<file path="src/rtl/planificador_ticks.sv">
// planificador_ticks: shared tick scheduler. One base prescaler (clk_in/CLK_DIV)
// drives N_CH programmable channels, each producing a one-cycle enable strobe
// and a 50% square wave. Config writes arrive over a valid/ready port and are
// staged, then applied on the next base-tick boundary.
// Optional build macro PLANIFICADOR_CFG_IMMEDIATE_EN: apply the staged write on
// the cycle after acceptance instead of waiting for a base tick.
`timescale 1ns/1ps

module planificador_ticks_ch #(
  parameter int RATIO_W = 8
) (
  input  logic               clk_in,
  input  logic               reset,
  input  logic               base_tick,
  input  logic               apply,
  input  logic               apply_en,
  input  logic [RATIO_W-1:0] apply_ratio,
  output logic               tick,
  output logic               sq
);
  logic               en;
  logic [RATIO_W-1:0] ratio, cnt, ratio_eff;

  // A ratio of zero behaves like one so the channel never stalls.
  assign ratio_eff = (ratio == '0) ? RATIO_W'(1) : ratio;

  // Per-channel divider; a config apply overrides counting for this cycle.
  always_ff @(posedge clk_in or posedge reset) begin
    if (reset) begin
      en    <= 1'b0;
      ratio <= RATIO_W'(1);
      cnt   <= '0;
      tick  <= 1'b0;
      sq    <= 1'b0;
    end else begin
      tick <= 1'b0;
      if (apply) begin
        ratio <= apply_ratio;
        cnt   <= '0;
        en    <= apply_en;
        if (!apply_en) sq <= 1'b0;
      end else if (en && base_tick) begin
        if (cnt == ratio_eff - RATIO_W'(1)) begin
          cnt  <= '0;
          tick <= 1'b1;
          sq   <= ~sq;
        end else begin
          cnt <= cnt + RATIO_W'(1);
        end
      end
    end
  end
endmodule

module planificador_ticks #(
  parameter int CLK_DIV = 50000,
  parameter int N_CH    = 4,
  parameter int RATIO_W = 8,
  localparam int CH_W   = (N_CH > 1) ? $clog2(N_CH) : 1,
  localparam int PRE_W  = $clog2(CLK_DIV)
) (
  input  logic               clk_in,
  input  logic               reset,
  input  logic               cfg_valid,
  output logic               cfg_ready,
  input  logic [CH_W-1:0]    cfg_ch,
  input  logic [RATIO_W-1:0] cfg_ratio,
  input  logic               cfg_enable,
  output logic               base_tick,
  output logic [N_CH-1:0]    tick_out,
  output logic [N_CH-1:0]    sq_out
);
  typedef enum logic {IDLE, PENDING} state_t;

  typedef struct packed {
    logic [CH_W-1:0]    ch;
    logic [RATIO_W-1:0] ratio;
    logic               enable;
  } cfg_t;

  state_t            state, state_nxt;
  cfg_t              stg;
  logic [PRE_W-1:0]  pre_cnt;
  logic              apply_go;
  logic [N_CH-1:0]   apply_vec;

  assign base_tick = (pre_cnt == PRE_W'(CLK_DIV - 1));

  // Free-running base prescaler, wraps every CLK_DIV cycles.
  always_ff @(posedge clk_in or posedge reset) begin
    if (reset)          pre_cnt <= '0;
    else if (base_tick) pre_cnt <= '0;
    else                pre_cnt <= pre_cnt + PRE_W'(1);
  end

  // Config FSM state and staging register; staging loads on handshake.
  always_ff @(posedge clk_in or posedge reset) begin
    if (reset) begin
      state <= IDLE;
      stg   <= '0;
    end else begin
      state <= state_nxt;
      if (cfg_valid && cfg_ready)
        stg <= '{ch: cfg_ch, ratio: cfg_ratio, enable: cfg_enable};
    end
  end

  // Next-state / handshake decode; PENDING waits for the apply point.
  always_comb begin
    state_nxt = state;
    cfg_ready = 1'b0;
    apply_go  = 1'b0;
    case (state)
      IDLE: begin
        cfg_ready = 1'b1;
        if (cfg_valid) state_nxt = PENDING;
      end
      PENDING: begin
`ifdef PLANIFICADOR_CFG_IMMEDIATE_EN
        apply_go  = 1'b1;
        state_nxt = IDLE;
`else
        if (base_tick) begin
          apply_go  = 1'b1;
          state_nxt = IDLE;
        end
`endif
      end
      default: state_nxt = IDLE;
    endcase
  end

  // Route the apply to the target channel; out-of-range indices hit nothing.
  always_comb begin
    apply_vec = '0;
    for (int i = 0; i < N_CH; i++)
      apply_vec[i] = apply_go && (int'(stg.ch) == i);
  end

  planificador_ticks_ch #(.RATIO_W(RATIO_W)) u_ch [N_CH-1:0] (
    .clk_in      (clk_in),
    .reset       (reset),
    .base_tick   (base_tick),
    .apply       (apply_vec),
    .apply_en    (stg.enable),
    .apply_ratio (stg.ratio),
    .tick        (tick_out),
    .sq          (sq_out)
  );
endmodule
</file>
<file path="config.mk">
export PLATFORM = sky130hd
export DESIGN_NAME = planificador_ticks
export DESIGN_NICKNAME = d
export VERILOG_FILES = /design/src/rtl/planificador_ticks.sv
export SDC_FILE = /design/constraint.sdc
export NUM_CORES = 1
export LEC_CHECK = 0
export BUFFER_PORTS_ARGS = -buffer_cell sky130_fd_sc_hd__buf_2
export CAP_MARGIN = 20
export CORE_MARGIN = 2
export CORE_UTILIZATION = 35
export CTS_BUF_LIST = sky130_fd_sc_hd__clkbuf_8
export DETAILED_ROUTE_END_ITERATION = 16
export GPL_ROUTABILITY_DRIVEN = 1
export PLACE_DENSITY = 0.55
export SLEW_MARGIN = 20
export SYNTH_ARGS = -nofsm -noshare
export SYNTH_HDL_FRONTEND = slang
export SYNTH_SLANG_ARGS = --single-unit
</file>
<file path="constraint.sdc">
create_clock -name clk_in -period 5.5 [get_ports clk_in]
set_clock_uncertainty 0.15 [all_clocks]
set_input_delay 1.375 -clock clk_in [delete_from_list [all_inputs] [get_ports clk_in]]
set_output_delay 1.375 -clock clk_in [all_outputs]
set_load 0.03 [all_outputs]
</file>
# == Yosys cells after proc, flatten, opt, wreduce, memory -nomap -nowiden ==
# Cells that the tools add are included.
# totals
output_inout_bits,10
in_bits,14
word_cells,125
regBits,104
# classes
n_bitwise,5
n_eq_ne,12
addsub,9
n_reduce_logical,26
mux,48
# ops
operator,n
2-to-1 mux 8 bit,16
adder 8 x 1 -> 8 bit (second input constant),4
== test 8 bit,4
logical NOT 8 bit,4
subtractor 8 x 1 -> 8 bit (second input constant),4
2-to-1 mux 1 bit,30
adder 16 x 1 -> 16 bit (second input constant),1
== test 16 bit (second input constant),1
2-to-1 mux 16 bit,1
nonzero test 2 bit,8
AND reduction 3 bit,4
logical AND 1 bit,9
!= test 2 bit (second input constant),4
NOT 1 bit,5
== test 2 bit (second input constant),2
== test 2 x 1 -> 1 bit (second input constant),1
logical NOT 2 bit,1
one-hot mux 1 bit (2 select lines),1

# == Logic depth before layout (Yosys ltp) ==
# depth
word_depth,7
mapped_depth,10

# == Modules after synthesis ==
# From an unflattened synthesis, not the netlist that was laid out.
# hier_totals
cells_unflattened,573
area_unflattened_um2,5943.2
# modules_own_cells
mod,cells_per_inst,instances,seq_area_each_um2,area_per_inst_um2
planificador_ticks_ch (u_ch[1] ...),117,3,476.7,1158.6
planificador_ticks,101,1,700.7,1287.5
planificador_ticks_ch (u_ch[0]),121,1,476.7,1179.9

# == Worst setup path before layout ==
# Ideal clock, no wire load.
# synth_path
kind,reg-to-output
from,register pre_cnt[7]
to,output base_tick
path_slack_ns,1.936
path_stages_with_launch,5
arrival_ns,2.039
cell_sequence,dfrtp_1 > or4b_1 > nor4_1 > clkbuf_8 > clkbuf_1
# synth_between
elab_chain_len,1
# synth_lines
element,line_no,source
start: declaration,83,logic [PRE_W-1:0] pre_cnt;
start signal: assignment,93,else pre_cnt <= pre_cnt + PRE_W'(1);
== test 16 bit,87,assign base_tick = (pre_cnt == PRE_W'(CLK_DIV - 1));
end: declaration,69,"output logic base_tick,"
# No other way between the ends.

# == Worst setup path after layout ==
# Same ends and word-level chain as after synthesis.

==> summary.md <==
| Metric | Value |
|---|---|
| DR vias/cell | `approximately 5.4` |
| Yosys reg bits | `about 100` |
| Clock buffer depth | `2` |
| RSZ-0062 raised after global routing | `false` |
| Int Pwr | `roughly 1 mW` |
| Status | `finished, final reports clean` |
| P&R area growth vs syn | `7.67%` |
| Postcts setup bufs | `0` |
| Dpl hpwl | `approximately 9300 um` |
| Startpoint types | `flip-flop` |
| First-pass GRT wire length | `22600 um` |
| DP Area | `6130 um^2` |
| Width of the chip | `134 um` |
| Max VDD drop | `between 0.0001 and 0.00015 V` |
| Final ANT Viol Nets | `0` |
| Row Count | `47` |
| Clk_lat worst skew | `between 300 and 400 ps` |
| Area fraction of the dominant cell type after synthesis | `between 40 and 50%` |
| Inserted Diodes | `0` |
| Fin. Hold Viols | `0` |
| EDFF count, synth | `0` |
| DRT iter0 DRCs | `roughly 230` |
| Post-synth top flop | `dfrtp_1` |
| F_max | `267 MHz` |
| Total gr overflow | `0` |
| Pleak | `roughly 2.9 nW` |
| Final RePlAce weighted congestion | `0.840` |
| Max-Cap Viols | `0` |
| DRT Pass-1 Iters | `7` |
| Register area share after synthesis | `44.4%` |
| Avg Cell Area, Syn | `9.69 um^2` |
| # fillers | `1666` |
| Net switching power | `roughly 0.3 mW` |
| TritonCTS clock tree | `done` |
| I/O pins | `24` |
| Nets | `638` |
| Initial core utilization | `35.7%` |
| Crit end category | `primary output` |
| Dominant cells by area after synthesis | `dfrtp_1 43%, mux2_2 6.5%, nand2_1 5.2%` |
| CTS Root Cell | `clkbuf_8` |
| YS warnings | `0` |
| Hold Buf Count CTS | `0` |
| Final Cell Area | `about 6300 um^2` |
| Synthesized area | `5870 um^2` |
| Pwr Total | `~1.3 mW` |
| Initial antenna violation count | `0` |
| Core area | `16500 um^2` |
| DIE HEIGHT | `between 100 and 150 um` |
| Comb pwr share | `around 2.3%` |
| Synthesized instance count | `roughly 600` |
| Die Area | `about 18000 um^2` |
| Fin crit period | `3740 ps` |
| Residual DRC count | `0` |
| Post-synthesis async set-or-reset flop share | `100%` |
| Syn nets | `approximately 630` |
| Tcrit/Tclk final | `between 60 and 70%` |
| Largest net degree at the start of global routing | `70` |
| Clock power frac | `around 37%` |
| Slew margin rel. | `between 30% and 40%` |
| # setup viols final | `0` |
| Max-slew violations | `0` |
| Vias in the first global route | `around 4600` |
| Setup CP Type | `flip-flop to primary output` |
| GRT Overall Usage | `between 10% and 20%` |
| Sink Count | `between 100 and 150` |
| Reg clk slew, reported paths | `roughly 100 ps` |
| CTS H-tree depth | `3` |
| Post-synth cell types | `66` |
| WL per Instance | `~16 um` |
| Net Sw Frac | `a little under a quarter` |
| Share of layout cells above drive strength 1 | `between 10% and 20%` |
| Power Density | `approximately 200 nW/um^2` |
| Port Buffer Count | `23` |
| Post-cts sizing count | `0` |
| Detailed-route via count | `between 4000 and 5000` |
| Min-delay worst type | `flip-flop to flip-flop` |
| Number of clock buffers inserted by TritonCTS | `9` |
| Final wirelength | `~13000 um` |
| Worst Path Max Fanout | `20` |
| Worst EP arrival | `roughly 2200 ps` |
| Worst slew pin tran | `about 1000 ps` |
| Largest area contributor in the netlist | `dfrtp_1` |
| Critical Path RT | `~4000 ps` |
| Sequential share of power | `60.4%` |
| Final setup TNS | `0 ps` |
## power groups by stage
stage | combinational [mW] | clock [mW] | sequential, mW
final | 0.0298 | 0.481 | 0.778
after global routing | 0.0347 | 0.528 | 0.779
after CTS | 0.0315 | 0.501 | 0.778
after detailed placement | 0.0313 | 0 | 0.793
after global placement | 0.0307 | 0 | 0.793
after floorplan | 0.0203 | 0 | 0.787
## layout make-up
type	count	area (um^2)	share of cell area [%]
clock buffers	10	138	2.18
clock inverters	6	53.8	0.851
inverters	13	51.3	0.812
multi-input cells	460	3050	48.3
flip-flops and latches	104	2610	41.3
well taps	220	275	4.35
repair buffers	27	145	2.30
## sequential cells by signal, indices dropped and copies added (netlist names)
signal and cells:
pre_cnt 16, state 1, stg 11, u_ch.cnt 32, u_ch.en 4, u_ch.ratio 32
u_ch.sq 4, u_ch.tick 4
## metal layers
layer	vias to the layer above	GRT usage, %	part of all wire [%]
met4	0	5.73	1.8
li1	2195	-	-
met3	21	3.12	4.4
met1	2199	20.7	47
met5	-	0	0
met2	84	25.3	47
## synthesized netlist by cell type, drive strengths merged (7+ instances only)
library cell  count
a21oi            25
and2              9
and3             14
buf              13
clkbuf           16
dfrtp           100
ha                9
inv              13
mux2             35
nand2            81
nand3            27
nand4            11
nor2             36
nor2b            11
nor3             20
nor3b             7
nor4             13
o211ai           11
o21ai            22
xnor2            27
xor2             23
## cells in the final DEF (no fill, tap or decap), types with 4 or more instances in the layout
cell / instances
nor2b_1: 11
and2_1: 9
nor3_1: 19
nor2_1: 36
a31oi_1: 5
nand4_1: 11
clkbuf_8: 10
mux2_2: 34
o211ai_1: 11
or2_2: 4
and3_1: 14
o22ai_1: 4
or3_1: 4
nand2b_1: 5
nand3_1: 27
dfstp_2: 4
ha_1: 9
nor4_1: 10
nand2_1: 81
a21oi_1: 24
nor3b_1: 7
xnor2_1: 27
buf_4: 4
o21ai_0: 21
xor2_1: 23
and4_1: 6
dfrtp_1: 100
inv_1: 15
a211oi_1: 4
buf_2: 23
or4_1: 5
nor4b_1: 6
## kinds of logic (layout without fill, tap and decap cells)
group | after synthesis | count (layout) | synth area share [%]
muxes | 35 | 35 | 6.78
buffers and inverters | 42 | 56 | 3.73
adders and majority gates | 9 | 9 | 1.92
xor gates and xnor gates | 50 | 50 | 7.46
and+or+nand+nor | 268 | 268 | 24.4
AOI/OAI and AO/OA | 98 | 98 | 11.3
DFF | 104 | 104 | 44.4
## worst paths after layout
| check | slack (ps) | end | start | depth (start not counted) |
|---|---|---|---|---|
| min in group asynchronous | 1010 | pre_cnt[10] | reset | 2 |
| min reg2reg | 320 | pre_cnt[0] | pre_cnt[0] | 1 |
| max | 1760 | base_tick | pre_cnt[7] | 4 |
| max in group asynchronous | 3210 | u_ch[3].cnt[4] | reset | 3 |
| min | 320 | pre_cnt[0] | pre_cnt[0] | 1 |
| max reg2reg | 1930 | u_ch[2].sq | u_ch[2].ratio[2] | 9 |
## through the flow
step / worst slack, ps / hold slack [ps] / util, % / cells
6_report: 1760 / 316 / 38.4 / 840
5_1_grt: 1650 / 351 / 38.4 / 840
4_1_cts: 1750 / 328 / 38.4 / 840
2_1_floorplan: 1250 / 283 / - / 606
3_5_place_dp: 2000 / 314 / 37.2 / 824
3_3_place_gp: 2040 / 297 / 37.2 / 824
## worst max-delay path, cell delays in order (launching register included)
cell     delay [ps]
dfrtp_1         420
or4b_1          600
nor4_2          270
buf_4           300
buf_2           250
No activity file was read; power rests on OpenSTA's default activity.
